## src/rtl/alu_writeback_if.sv

```systemverilog
// Writeback-stage bus: ALU result and destination in, committed register file
// and pending-write status out. The master side drives results, the slave is the stage.
interface alu_writeback_if;
  logic [3:0] dst_sel;
  logic [7:0] alu_out;
  logic [3:0] alu_flags;
  logic [3:0] flag_we;
  logic       stall;

  logic [7:0] a;
  logic [7:0] x;
  logic [7:0] y;
  logic [7:0] sp;
  logic [7:0] bal;
  logic [7:0] bah;
  logic [7:0] adl;
  logic [7:0] pcl;
  logic [7:0] pch;
  logic [7:0] temp_status;
  logic       pend_valid;
  logic [3:0] pend_dst;

  modport master (
    output dst_sel, alu_out, alu_flags, flag_we, stall,
    input  a, x, y, sp, bal, bah, adl, pcl, pch, temp_status, pend_valid, pend_dst
  );

  modport slave (
    input  dst_sel, alu_out, alu_flags, flag_we, stall,
    output a, x, y, sp, bal, bah, adl, pcl, pch, temp_status, pend_valid, pend_dst
  );
endinterface

```

## src/rtl/alu_writeback.sv

```systemverilog
// 6502 result writeback: a one-entry capture register followed by a commit into
// the architectural/temporary register named by the captured destination.
module alu_writeback #(
  parameter logic [7:0] SP_RST = 8'hFD,
  parameter logic [7:0] P_RST  = 8'h24
) (
  input logic            clk,
  input logic            rst,
  alu_writeback_if.slave wb
);

  localparam logic [3:0] DST_NONE   = 4'd0;
  localparam logic [3:0] DST_A      = 4'd1;
  localparam logic [3:0] DST_X      = 4'd2;
  localparam logic [3:0] DST_Y      = 4'd3;
  localparam logic [3:0] DST_SP     = 4'd4;
  localparam logic [3:0] DST_BAL    = 4'd5;
  localparam logic [3:0] DST_BAH    = 4'd6;
  localparam logic [3:0] DST_ADL    = 4'd7;
  localparam logic [3:0] DST_PCL    = 4'd8;
  localparam logic [3:0] DST_PCH    = 4'd9;
  localparam logic [3:0] DST_STATUS = 4'd10;

  function automatic logic dst_known(input logic [3:0] d);
    return (d >= DST_A) && (d <= DST_STATUS);
  endfunction

  // Flags arrive as {N,V,Z,C}; they land in P bits 7, 6, 1 and 0.
  function automatic logic [7:0] merge_flags(input logic [7:0] p,
                                             input logic [3:0] f,
                                             input logic [3:0] we);
    logic [7:0] r;
    r = p;
    if (we[3]) r[7] = f[3];
    if (we[2]) r[6] = f[2];
    if (we[1]) r[1] = f[1];
    if (we[0]) r[0] = f[0];
    return r;
  endfunction

  // A direct P load keeps the unused bit 5 high and the B bit low.
  function automatic logic [7:0] status_load(input logic [7:0] v);
    return {v[7:6], 1'b1, 1'b0, v[3:0]};
  endfunction

  // Capture stage
  logic       c_vld_q,   c_vld_d;
  logic [3:0] c_dst_q,   c_dst_d;
  logic [7:0] c_data_q,  c_data_d;
  logic [3:0] c_flags_q, c_flags_d;
  logic [3:0] c_fwe_q,   c_fwe_d;

  // Commit stage (register file)
  logic [7:0] a_q,   a_d;
  logic [7:0] x_q,   x_d;
  logic [7:0] y_q,   y_d;
  logic [7:0] sp_q,  sp_d;
  logic [7:0] bal_q, bal_d;
  logic [7:0] bah_q, bah_d;
  logic [7:0] adl_q, adl_d;
  logic [7:0] pcl_q, pcl_d;
  logic [7:0] pch_q, pch_d;
  logic [7:0] p_q,   p_d;

  always_comb begin
    c_vld_d   = c_vld_q;
    c_dst_d   = c_dst_q;
    c_data_d  = c_data_q;
    c_flags_d = c_flags_q;
    c_fwe_d   = c_fwe_q;
    a_d   = a_q;
    x_d   = x_q;
    y_d   = y_q;
    sp_d  = sp_q;
    bal_d = bal_q;
    bah_d = bah_q;
    adl_d = adl_q;
    pcl_d = pcl_q;
    pch_d = pch_q;
    p_d   = p_q;

    if (!wb.stall) begin
      // Reserved codes are normalised to NONE so pend_dst never shows them.
      c_vld_d   = dst_known(wb.dst_sel) || (wb.flag_we != 4'b0000);
      c_dst_d   = dst_known(wb.dst_sel) ? wb.dst_sel : DST_NONE;
      c_data_d  = wb.alu_out;
      c_flags_d = wb.alu_flags;
      c_fwe_d   = wb.flag_we;

      if (c_vld_q) begin
        case (c_dst_q)
          DST_A:   a_d   = c_data_q;
          DST_X:   x_d   = c_data_q;
          DST_Y:   y_d   = c_data_q;
          DST_SP:  sp_d  = c_data_q;
          DST_BAL: bal_d = c_data_q;
          DST_BAH: bah_d = c_data_q;
          DST_ADL: adl_d = c_data_q;
          DST_PCL: pcl_d = c_data_q;
          DST_PCH: pch_d = c_data_q;
          default: ;
        endcase

        if (c_dst_q == DST_STATUS) p_d = status_load(c_data_q);
        else                       p_d = merge_flags(p_q, c_flags_q, c_fwe_q);
      end
    end
  end

  always_ff @(posedge clk or posedge rst) begin
    if (rst) begin
      c_vld_q <= 1'b0;
      c_dst_q <= DST_NONE;
    end else begin
      c_vld_q <= c_vld_d;
      c_dst_q <= c_dst_d;
    end
  end

  // Payload is qualified by c_vld_q, so it needs no reset.
  always_ff @(posedge clk) begin
    c_data_q  <= c_data_d;
    c_flags_q <= c_flags_d;
    c_fwe_q   <= c_fwe_d;
  end

  always_ff @(posedge clk or posedge rst) begin
    if (rst) begin
      a_q   <= 8'h00;
      x_q   <= 8'h00;
      y_q   <= 8'h00;
      sp_q  <= SP_RST;
      bal_q <= 8'h00;
      bah_q <= 8'h00;
      adl_q <= 8'h00;
      pcl_q <= 8'h00;
      pch_q <= 8'h00;
      p_q   <= P_RST;
    end else begin
      a_q   <= a_d;
      x_q   <= x_d;
      y_q   <= y_d;
      sp_q  <= sp_d;
      bal_q <= bal_d;
      bah_q <= bah_d;
      adl_q <= adl_d;
      pcl_q <= pcl_d;
      pch_q <= pch_d;
      p_q   <= p_d;
    end
  end

  assign wb.a           = a_q;
  assign wb.x           = x_q;
  assign wb.y           = y_q;
  assign wb.sp          = sp_q;
  assign wb.bal         = bal_q;
  assign wb.bah         = bah_q;
  assign wb.adl         = adl_q;
  assign wb.pcl         = pcl_q;
  assign wb.pch         = pch_q;
  assign wb.temp_status = p_q;
  assign wb.pend_valid  = c_vld_q;
  assign wb.pend_dst    = c_vld_q ? c_dst_q : DST_NONE;

endmodule

```

## src/flat_wrapper.sv

```systemverilog
// flat-port wrapper written by rule: the top's interface ports become plain ports
module alu_writeback_flat 
#(
  parameter logic [7:0] SP_RST = 8'hFD,
  parameter logic [7:0] P_RST  = 8'h24
)
  (clk, rst, wb_dst_sel, wb_alu_out, wb_alu_flags, wb_flag_we, wb_stall, wb_a, wb_x, wb_y, wb_sp, wb_bal, wb_bah, wb_adl, wb_pcl, wb_pch, wb_temp_status, wb_pend_valid, wb_pend_dst);
  alu_writeback_if wb_i ();
  input logic clk;
  input logic rst;
  input wire logic [$bits(wb_i.dst_sel)-1:0] wb_dst_sel;
  input wire logic [$bits(wb_i.alu_out)-1:0] wb_alu_out;
  input wire logic [$bits(wb_i.alu_flags)-1:0] wb_alu_flags;
  input wire logic [$bits(wb_i.flag_we)-1:0] wb_flag_we;
  input wire logic [$bits(wb_i.stall)-1:0] wb_stall;
  output wire logic [$bits(wb_i.a)-1:0] wb_a;
  output wire logic [$bits(wb_i.x)-1:0] wb_x;
  output wire logic [$bits(wb_i.y)-1:0] wb_y;
  output wire logic [$bits(wb_i.sp)-1:0] wb_sp;
  output wire logic [$bits(wb_i.bal)-1:0] wb_bal;
  output wire logic [$bits(wb_i.bah)-1:0] wb_bah;
  output wire logic [$bits(wb_i.adl)-1:0] wb_adl;
  output wire logic [$bits(wb_i.pcl)-1:0] wb_pcl;
  output wire logic [$bits(wb_i.pch)-1:0] wb_pch;
  output wire logic [$bits(wb_i.temp_status)-1:0] wb_temp_status;
  output wire logic [$bits(wb_i.pend_valid)-1:0] wb_pend_valid;
  output wire logic [$bits(wb_i.pend_dst)-1:0] wb_pend_dst;
  assign wb_i.dst_sel = wb_dst_sel;
  assign wb_i.alu_out = wb_alu_out;
  assign wb_i.alu_flags = wb_alu_flags;
  assign wb_i.flag_we = wb_flag_we;
  assign wb_i.stall = wb_stall;
  assign wb_a = wb_i.a;
  assign wb_x = wb_i.x;
  assign wb_y = wb_i.y;
  assign wb_sp = wb_i.sp;
  assign wb_bal = wb_i.bal;
  assign wb_bah = wb_i.bah;
  assign wb_adl = wb_i.adl;
  assign wb_pcl = wb_i.pcl;
  assign wb_pch = wb_i.pch;
  assign wb_temp_status = wb_i.temp_status;
  assign wb_pend_valid = wb_i.pend_valid;
  assign wb_pend_dst = wb_i.pend_dst;
  alu_writeback #(.SP_RST(SP_RST), .P_RST(P_RST)) u_core (.clk(clk), .rst(rst), .wb(wb_i));
endmodule
```

## config.mk

```make
export PLATFORM = sky130hd
export DESIGN_NAME = alu_writeback_flat
export DESIGN_NICKNAME = d
export VERILOG_FILES = /design/src/rtl/alu_writeback_if.sv /design/src/rtl/alu_writeback.sv /design/src/flat_wrapper.sv
export SDC_FILE = /design/constraint.sdc
export NUM_CORES = 1
export LEC_CHECK = 0
export BUFFER_PORTS_ARGS = -buffer_cell sky130_fd_sc_hd__buf_4
export CAP_MARGIN = 20
export CORE_ASPECT_RATIO = 2
export CORE_MARGIN = 8
export CORE_UTILIZATION = 35
export DETAILED_ROUTE_END_ITERATION = 8
export PLACE_DENSITY = 0.57
export REMOVE_ABC_BUFFERS = 1
export SLEW_MARGIN = 20
export SYNTH_ARGS = -nofsm -noshare
export SYNTH_HDL_FRONTEND = slang
export SYNTH_SLANG_ARGS = --single-unit
```

## constraint.sdc

```tcl
create_clock -name clk -period 7.1 [get_ports clk]
set_input_delay 0.355 -clock clk [delete_from_list [all_inputs] [get_ports clk]]
set_output_delay 0.355 -clock clk [all_outputs]
set_load 0.05 [all_outputs]
```

==> metrics.yaml, run 1 <==
routing:
  antenna_left: 0
  wl_per_cell_um: 19.9
  wl_mm: 9.98
  drc_errors: 0
  via_per_inst: 4.81
  firstDrtPassIters: 4
  vias: 2413
  drt-initial-drc-count: 88
power_and_ir_drop:
  ir_drop_v: 0.000196
  leakagePower_nw: 2.37
  power.density_nw_per_um2: 458
worst_setup_path:
  worst-path-buf-inv: 0
  reg2reg_slack_ns: 4.93
  path_max_fanout: 11
  critical-path-top-delay-family: "simple AND/OR/NAND/NOR gates"
  ff2ff_path_depth: 3
  worstPathCellList: "nor2b_1 -> nand3_1 -> mux2_2"
  cp-start-kind: "flip-flop"
  r2r_end: "u_core.wb.pch[5]"
  crit_type: "flip-flop to flip-flop"
  crit_path_end_kind: "flip-flop"
  critPathSlowestCell: "nor2b_1"
  cpPeakStageDelay_ns: 0.67
  worstPathRequired_ns: 7.32
  worst_ep_arrival_time_ns: 2.39
  rr_startpoint: "u_core.wb.pend_valid"
run:
  cap_violations: 0
logic_synthesis:
  yosys.area.top_type_share_pct: 48.2
  synth.distinct_cells: 31
  synth_ff_type: "dfrtp_1"
  yosys_register_bits: 99
  yosysMostFrequentCell: "dfrtp_1"
  synth_area_per_cell_um2: 15.4
  synth-seq-area-share_pct: 65.9
  yosysTopAreaCell: "dfrtp_1"
  synthCells: 253
  synth_area_um2: 3890
  synthTopCellsByArea: "dfrtp_1, mux2_2, edfxtp_1"
  synth-edff-count: 16
  ys_async_sr_fraction_pct: 83.8
  ys_warn_count: 0
  synth_common_cells: "dfrtp_1, mux2_2, edfxtp_1, nand2_1"
clocking:
  clk_pin_slew_ns: 0.07
  cts-root-buf: "clkbuf_16"
  clock_sinks: 99
  clk_path_buf_depth: 2
  numCtsBuffers: 9
  cts_setup_buffers: 0
  cts_tree: "done"
  clkLatencyLatePin_ns: 0.34
  cts_hold_buf: 0
  cts_resized: 0
  htree_levels: 3
final_layout:
  ff_latch_area_um2: 2570
  n_antenna_cell: 0
  multi_input_area_um2: 1250
  fillers: 1005
  stdcell_count: 502
  drive_gt1_share_pct: 56.9
  syn_to_final_growth_pct: 30.6
  finalNetCount: 380
global_routing:
  overflow: 0
  grt_pass1_wl_mm: 15.5
  antenna_found_initial: 0
  first_global_vias: 2734
  track_usage_pct: 13.7
  grt_max_degree: 84
placement:
  hpwl_mm: 7.40
  dpl_worst_slack_ns: 4.93
  gp_congestion: 0.727
  port_buffers: 105
  dp.cells: 486
timing:
  slew_headroom_pct: 48.5
  hold-worst-slack_ns: 0.191
  fin_tns_setup_ns: 0
  setup_viol: 0
  finalMaxSlewViolations: 0
  finalHoldViolations: 0
  period_minus_slack_ns: 2.17
  rsz0062_at_grt: "no"
  fin_skew_ns: 0.00575
  post-route-period-util_pct: 30.6
  fin_ws_ns: 4.93
  fmax_ghz: 0.460
  tightest_slew_ns: 0.771
die:
  core_area_um2: 10900
  die_w_um: 90.6
  io_pins: 108
  start_util_pct: 35.8
  die_h_um: 165
  die-area_um2: 15000
  rows: 54
worst_hold_path:
  min_path_type: "input port to flip-flop"
  worstHoldStart: "wb_alu_out[5]"
  whs_path_depth: 1
  hold_end: "u_core.c_data_q[5]"
outcome:
  status: "completed"
-- placed cells by master, fill, tap and decap left out, drive strengths merged, types with 7 or more instances in the layout --
cell type | netlist | layout
dfrtp | 75 | 75
dfstp | 8 | 8
clkbuf | 2 | 11
nand2 | 16 | 16
mux2 | 74 | 74
nand4 | 8 | 8
nand3 | 7 | 7
buf | 11 | 106
edfxtp | 16 | 16
-- metrics by stage --
stage	utilization, %	total power [mW]	area [um^2]
after floorplan	-	1.54	3820
after global placement	44.1	1.87	4790
after detailed placement	44.1	1.89	4790
after CTS	46.7	2.36	5080
after global routing	46.8	2.43	5090
final	46.8	2.33	5090
-- worst reg2reg max path: cells and delay by family, from the launching register on --
family / cells / cell delay, ns
simple gates: 2 / 1.17
mux: 1 / 0.42
flops: 1 / 0.47
-- registers in the layout, indices dropped and copies added, names as in the netlist, 6 cells and up --
register and cells:
u_core.c_data_q 8, u_core.wb.a 8, u_core.wb.adl 8, u_core.wb.bah 8, u_core.wb.bal 8, u_core.wb.pch 8
u_core.wb.pcl 8, u_core.wb.sp 8, u_core.wb.temp_status 6, u_core.wb.x 8, u_core.wb.y 8
-- cells by family (layout without fill, tap and decap cells) --
| kind of cell | after synthesis | in the layout | share of synthesized area, % |
|---|---|---|---|
| other | 2 | 2 | 0.193 |
| muxes | 74 | 74 | 22.2 |
| buffers and inverters | 15 | 124 | 2.02 |
| and+or+nand+nor | 55 | 55 | 8.32 |
| DFF | 99 | 99 | 65.9 |
| AOI/OAI and AO/OA | 8 | 8 | 1.35 |
-- worst max path at each step --
stage	depth (start not counted)	slack [ns]	endpoint	from
after floorplan	1	4.62	u_core.c_dst_q[0]	rst
after global placement	4	5.02	u_core.wb.pch[4]	wb_stall
after detailed placement	4	4.93	u_core.wb.pch[5]	wb_stall
after CTS	3	4.93	u_core.wb.pch[5]	u_core.wb.pend_valid
after global routing	3	4.73	u_core.wb.pch[5]	u_core.wb.pend_valid
final	3	4.93	u_core.wb.pch[5]	u_core.wb.pend_valid
-- metal layers --
metal	wire length, um	GRT usage (%)
met3	428	3.44
met5	0	0
met1	3430	13.2
met2	5950	26.8
met4	173	5.72
-- area by class of cell --
type,instances,area share (%)
inverter,2,0.172
multi-input combinational,139,24.5
sequential,99,50.5
clock buffer,11,4.58
clock inverter,5,1.08
timing repair buffer,106,15.7
tap,140,3.44
-- report_power, final --
group          internal (mW)  switching, mW  total, mW
registers              0.749          0.112      0.861
logic                  0.316          0.680      0.996
clock network          0.272          0.202      0.474
Power figures use the tool's default switching activity.
==> run 2: changes to the inputs <==
--- a/config.mk
+++ b/config.mk
@@ -5,6 +5,7 @@
 export SDC_FILE = /design/constraint.sdc
 export NUM_CORES = 1
 export LEC_CHECK = 0
+export ABC_AREA = 1
 export BUFFER_PORTS_ARGS = -buffer_cell sky130_fd_sc_hd__buf_4
 export CAP_MARGIN = 20
 export CORE_ASPECT_RATIO = 2
==> constraint.sdc (replaced) <==
create_clock -name clk -period 2 [get_ports clk]
set_input_delay 0.1 -clock clk [delete_from_list [all_inputs] [get_ports clk]]
set_output_delay 0.1 -clock clk [all_outputs]
set_load 0.05 [all_outputs]
==> run 2 against run 1 <==
  * Non-clock buffer count grew 17
  * Sequential share of layout area shrank 2.2 points
  * Flip-flop and latch count is the same
  * Die area grew 2.3%
  * Routed wire length grew 4.5%
  * Clock power grew to 3.6 times the previous value
  * Synthesized cell count grew 44%
  * Critical path depth grew 1
  * Global-route usage grew 0.26 points
  * Power grew to 3.6 times the previous value
  * Cell count grew 26%
  * Largest cell class unchanged
==> metrics.yaml, run 2 <==
outcome:
  status: "completed"
worst_setup_path:
  crit_start: "u_core.c_dst_q[3]"
  path_max_fanout: 16
  crit_path_end: "u_core.wb.a[2]"
  crit_type: "flip-flop to flip-flop"
  cp-start-kind: "flip-flop"
  ff2ff_path_depth: 4
  worstPathRequired_ns: 2.21
  worst_ep_arrival_time_ns: 1.72
  rr_startpoint: "u_core.c_dst_q[3]"
  crit_path_end_kind: "flip-flop"
  r2r_end: "u_core.wb.a[2]"
  reg2reg_slack_ns: 0.49
final_layout:
  final_cell_mix: "nand2_1, buf_4, dfrtp_1"
  final_common_cell: "nand2_1"
  syn_to_final_growth_pct: 33.1
  finalNetCount: 509
  n_antenna_cell: 0
  drive_gt1_share_pct: 35.8
  stdcell_area_um2: 5320
global_routing:
  met1_usage_pct: 14.2
  first_global_vias: 3050
  grt_pass1_wl_mm: 16.7
  overflow: 0
  antenna_found_initial: 0
  grt_max_degree: 52
  track_usage_pct: 14.0
  grt.met3_usage_pct: 3.58
  met2_usage_pct: 26.3
  busiest_layer: "met2"
logic_synthesis:
  synth_area_per_cell_um2: 11.0
  synth-seq-area-share_pct: 64.2
  synth_common_cells: "nand2_1, dfrtp_1, o21ai_0"
  synth_area_um2: 4000
  ys_warn_count: 0
  yosysMostFrequentCell: "nand2_1"
  synth_ff_type: "dfrtp_1"
  synth.distinct_cells: 25
  yosys_register_bits: 99
  synthCells: 364
  yosys.area.top_type_share_pct: 46.9
  synthTopCellsByArea: "dfrtp_1, edfxtp_1, nand2_1"
  synth-edff-count: 16
  ys_async_sr_fraction_pct: 83.8
  yosysTopAreaCell: "dfrtp_1"
run:
  cap_violations: 0
routing:
  wl_mm: 10.4
  firstDrtPassIters: 4
  vias: 2896
  via_per_inst: 4.58
  wl_per_cell_um: 16.5
  drc_errors: 0
  drt-initial-drc-count: 92
  antenna_left: 0
timing:
  setup_viol: 0
  fin_skew_ns: 0.00460
  fmax_ghz: 0.664
  hold-worst-slack_ns: 0.0382
  rsz0062_at_grt: "no"
  post-route-period-util_pct: 75.3
  period_minus_slack_ns: 1.51
  fin_tns_setup_ns: 0
  finalHoldViolations: 0
  tightest_slew_ns: 0.604
  finalMaxSlewViolations: 0
  slew_headroom_pct: 59.7
clocking:
  cts_setup_buffers: 0
  numCtsBuffers: 9
  cts_tree: "done"
  clkLatencyLatePin_ns: 0.33
  clk_pin_slew_ns: 0.07
  clock_sinks: 99
  clk_path_buf_depth: 2
  cts-root-buf: "clkbuf_16"
  htree_levels: 3
power_and_ir_drop:
  power.density_nw_per_um2: 1560
  p_clk_share_pct: 20.7
  swShare_pct: 44.4
  ir_drop_v: 0.000637
  pwr-share-comb_pct: 43.2
  p_sw_mw: 3.68
  pwr-share-seq_pct: 36.1
  p_int_mw: 4.61
  leakagePower_nw: 2.63
placement:
  dpl-instance-area_um2: 4860
  gp_congestion: 0.746
  hpwl_mm: 7.65
  port_buffers: 105
die:
  io_pins: 108
  start_util_pct: 35.6
  die-area_um2: 15300
  rows: 55
  die_h_um: 167
  core_area_um2: 11200
  die_w_um: 91.6
worst_hold_path:
  min_path_type: "input port to flip-flop"
  whs_path_depth: 3
  worstHoldStart: "wb_dst_sel[2]"
## run 2: power groups by stage
stage	combinational [mW]	clock, mW	sequential, mW
3_3_place_gp	3.57	0	3.02
6_report	3.58	1.71	2.99
5_1_grt	3.76	1.85	3.06
2_1_floorplan	0.639	0	4.78
4_1_cts	3.63	1.76	3.00
3_5_place_dp	3.60	0	3.04
## run 2: timing repair
| action | in CTS | in global routing |
|---|---|---|
| gates resized for setup | 0 | 0 |
| hold buffers | 17 | 0 |
| endpoints found under the hold margin | 43 | 0 |
## run 2: metrics by stage
step           utilization (%)  instances  total power, mW  setup WS (ns)
6_report                  47.5        633             8.28          0.494
5_1_grt                   47.5        633             8.67          0.366
4_1_cts                   47.5        633             8.40          0.488
3_5_place_dp              43.3        600             6.64          0.505
3_3_place_gp              43.3        600             6.59          0.558
2_1_floorplan                -        352             5.42         -0.224
## run 2: worst min path at each step
stage                         endpoint  slack, ns
finish               u_core.c_dst_q[2]       0.04
global route         u_core.c_dst_q[0]       0.05
CTS                  u_core.c_dst_q[2]       0.03
detailed placement    u_core.wb.pcl[7]       0.19
global placement      u_core.wb.pcl[7]       0.19
floorplan           u_core.c_data_q[0]       0.20
## run 2: layout make-up
type	count	area [um^2]
Multi-Input combinational cell	231	1220
Clock buffer	10	229
Sequential cell	99	2570
Timing Repair Buffer	123	978
Clock inverter	6	65.1
Fill cell	1080	5890
Tap cell	142	178
Inverter	22	86.3
## run 2: per-layer routing
layer / vias up / routed length [um]
li1: 1431 / -
met1: 1388 / 3810
met2: 69 / 6000
met3: 8 / 499
met4: 0 / 113
met5: - / 0
## run 2: critical path, stage by stage (launching register included)
cell and delay, ns:
dfrtp_1 0.47, nor2_1 0.29, nand3_2 0.36, nand2_1 0.20, o21ai_2 0.06
## run 2: kinds of logic (layout without fill, tap and decap cells)
logic type / count (synthesis) / after routing / share of synthesized area [%]
buffers and inverters: 34 / 161 / 5.32
AO/OA/AOI/OAI: 79 / 79 / 12.0
other: 2 / 2 / 0.188
flip-flops: 99 / 99 / 64.2
AND/OR/NAND/NOR: 150 / 150 / 18.3
==> run 3: changes to the inputs <==
--- a/config.mk
+++ b/config.mk
@@ -12,7 +12,7 @@
 export CORE_MARGIN = 8
 export CORE_UTILIZATION = 35
 export DETAILED_ROUTE_END_ITERATION = 8
-export PLACE_DENSITY = 0.57
+export PLACE_DENSITY = 0.59
 export REMOVE_ABC_BUFFERS = 1
 export SLEW_MARGIN = 20
 export SYNTH_ARGS = -nofsm -noshare
==> constraint.sdc (replaced) <==
create_clock -name clk -period 1.35 [get_ports clk]
set_input_delay 0.0675 -clock clk [delete_from_list [all_inputs] [get_ports clk]]
set_output_delay 0.0675 -clock clk [all_outputs]
set_load 0.05 [all_outputs]
==> run 3 against run 2 <==
  * Routed wire length grew 1.1%
  * Flip-flop and latch count unchanged
  * Non-clock buffer count is 16 higher
  * Sequential power is 49% higher
  * Power increased by 51%
  * Cell count up 2.5%
  * Maximum frequency rose by 16%
  * Combinational power is 50% higher
  * Via count is 2.1% higher
  * First-iteration DRC count increased by 59%
  * Critical path type unchanged
==> metrics.yaml, run 3 (same netlist as run 2, synthesis figures left out) <==
clocking:
  numCtsBuffers: 9
  cts_tree: "done"
  cts-root-buf: "clkbuf_16"
  clk_path_buf_depth: 2
  htree_levels: 3
  clock_sinks: 99
  clkLatencyLatePin_ns: 0.34
  clk_pin_slew_ns: 0.06
final_layout:
  n_antenna_cell: 0
  finalNetCount: 525
  drive_gt1_share_pct: 37.5
  syn_to_final_growth_pct: 38.1
  fillers: 1067
  final_common_cell: "buf_4"
  final_cell_mix: "buf_4, nand2_1, dfrtp_1"
worst_setup_path:
  rr_startpoint: "u_core.c_dst_q[3]"
  path_max_fanout: 16
  ff2ff_path_depth: 5
  crit_start: "u_core.c_dst_q[3]"
  crit_path_end_kind: "flip-flop"
  worst_ep_arrival_time_ns: 1.51
  r2r_end: "u_core.wb.bal[7]"
  cp-start-kind: "flip-flop"
  worstPathRequired_ns: 1.56
  crit_path_end: "u_core.wb.bal[7]"
  reg2reg_slack_ns: 0.05
  crit_type: "flip-flop to flip-flop"
global_routing:
  overflow: 0
  first_global_vias: 3064
  grt_pass1_wl_mm: 17.1
  antenna_found_initial: 0
  track_usage_pct: 14.5
  grt_max_degree: 41
timing:
  finalMaxSlewViolations: 0
  post-route-period-util_pct: 96.4
  fin_tns_setup_ns: 0
  fmax_ghz: 0.768
  period_minus_slack_ns: 1.30
  rsz0062_at_grt: "yes"
  setup_viol: 0
  fin_skew_ns: 0.00922
  finalHoldViolations: 0
  fin_ws_ns: 0.0487
routing:
  drt-initial-drc-count: 146
  vias: 2956
  wl_mm: 10.5
  via_per_inst: 4.55
  wl_per_cell_um: 16.2
  antenna_left: 0
  drc_errors: 0
  firstDrtPassIters: 4
die:
  start_util_pct: 35.6
  rows: 55
  die_w_um: 91.6
  die_h_um: 167
  io_pins: 108
  core_area_um2: 11200
  die-area_um2: 15300
placement:
  gp_congestion: 0.738
  port_buffers: 105
  hpwl_mm: 7.85
  dpl_worst_slack_ns: 0.0398
power_and_ir_drop:
  power.density_nw_per_um2: 2270
  ir_drop_v: 0.000890
  leakagePower_nw: 2.73
run:
  cap_violations: 0
outcome:
  status: "completed"
worst_hold_path:
  min_path_type: "input port to flip-flop"
==> run 3: cell count changes in the layout (fill, tap and decap cells not counted), sizes merged <==
cell	previous run	this run
dlygate4sd3	17	21
buf	106	118
bufinv	1	2
clkbuf	10	9
clkinvlp	1	0
clkinv	4	5
==> run 3: final cells by class <==
| cell class | count | area (um^2) | share of cell area, % |
|---|---|---|---|
| inverters | 22 | 86.3 | 1.56 |
| well taps | 142 | 178 | 3.22 |
| flip-flops and latches | 99 | 2570 | 46.5 |
| repair buffers | 139 | 1150 | 20.8 |
| clock buffers | 9 | 225 | 4.08 |
| multi-input cells | 231 | 1230 | 22.2 |
| clock inverters | 7 | 90.1 | 1.63 |
==> run 3: worst min-delay path by stage <==
stage             startpoint            endpoint  slack [ns]  cells after the start
2_1_floorplan  wb_alu_out[0]  u_core.c_data_q[0]        0.17                      0
3_3_place_gp             rst    u_core.wb.pcl[6]        0.04                      2
3_5_place_dp             rst    u_core.wb.pcl[6]        0.04                      2
4_1_cts        wb_dst_sel[3]   u_core.c_dst_q[3]       0.007                      3
5_1_grt        wb_dst_sel[3]   u_core.c_dst_q[3]        0.03                      3
6_report       wb_dst_sel[3]   u_core.c_dst_q[3]        0.02                      3
==> run 3: critical path, cell delays in order, from the launching register on <==
cell	delay (ns)
dfrtp_1	0.41
buf_4	0.17
nor2_8	0.18
nand3_4	0.22
nand2_1	0.14
o21ai_2	0.05
==> run 3: layer usage <==
| metal | GRT usage [%] | up-vias | part of all wire (%) |
|---|---|---|---|
| met5 | 0 | - | 0 |
| met4 | 5.38 | 0 | 1.4 |
| met3 | 4.08 | 9 | 5.0 |
| met2 | 27.1 | 79 | 57 |
| met1 | 14.6 | 1397 | 36 |
| li1 | - | 1471 | - |
==> run 3: through the flow <==
stage | cells | hold WS, ns | area, um^2 | utilization (%) | total power, mW
3_5_place_dp | 611 | 0.0397 | 4980 | 44.4 | 9.90
4_1_cts | 648 | 0.00667 | 5510 | 49.1 | 12.7
6_report | 649 | 0.0238 | 5520 | 49.2 | 12.5
3_3_place_gp | 611 | 0.0388 | 4980 | 44.4 | 9.82
5_1_grt | 649 | 0.0296 | 5520 | 49.2 | 13.1
2_1_floorplan | 352 | 0.166 | 3870 | - | 8.02
==> run 3: timing repair <==
action	in CTS	in global routing
endpoints found under the setup margin	4	22
resized for setup	1	3
endpoints found under the hold margin	84	0
hold buffers	21	0
pin swaps	0	1
buffers inserted	0	1
==> run 3: power by group <==
group / total, mW / switching [mW] / internal (mW)
clock network: 2.69 / 1.08 / 1.62
registers: 4.45 / 0.545 / 3.91
logic: 5.36 / 3.83 / 1.53
total: 12.5 / 5.45 / 7.05
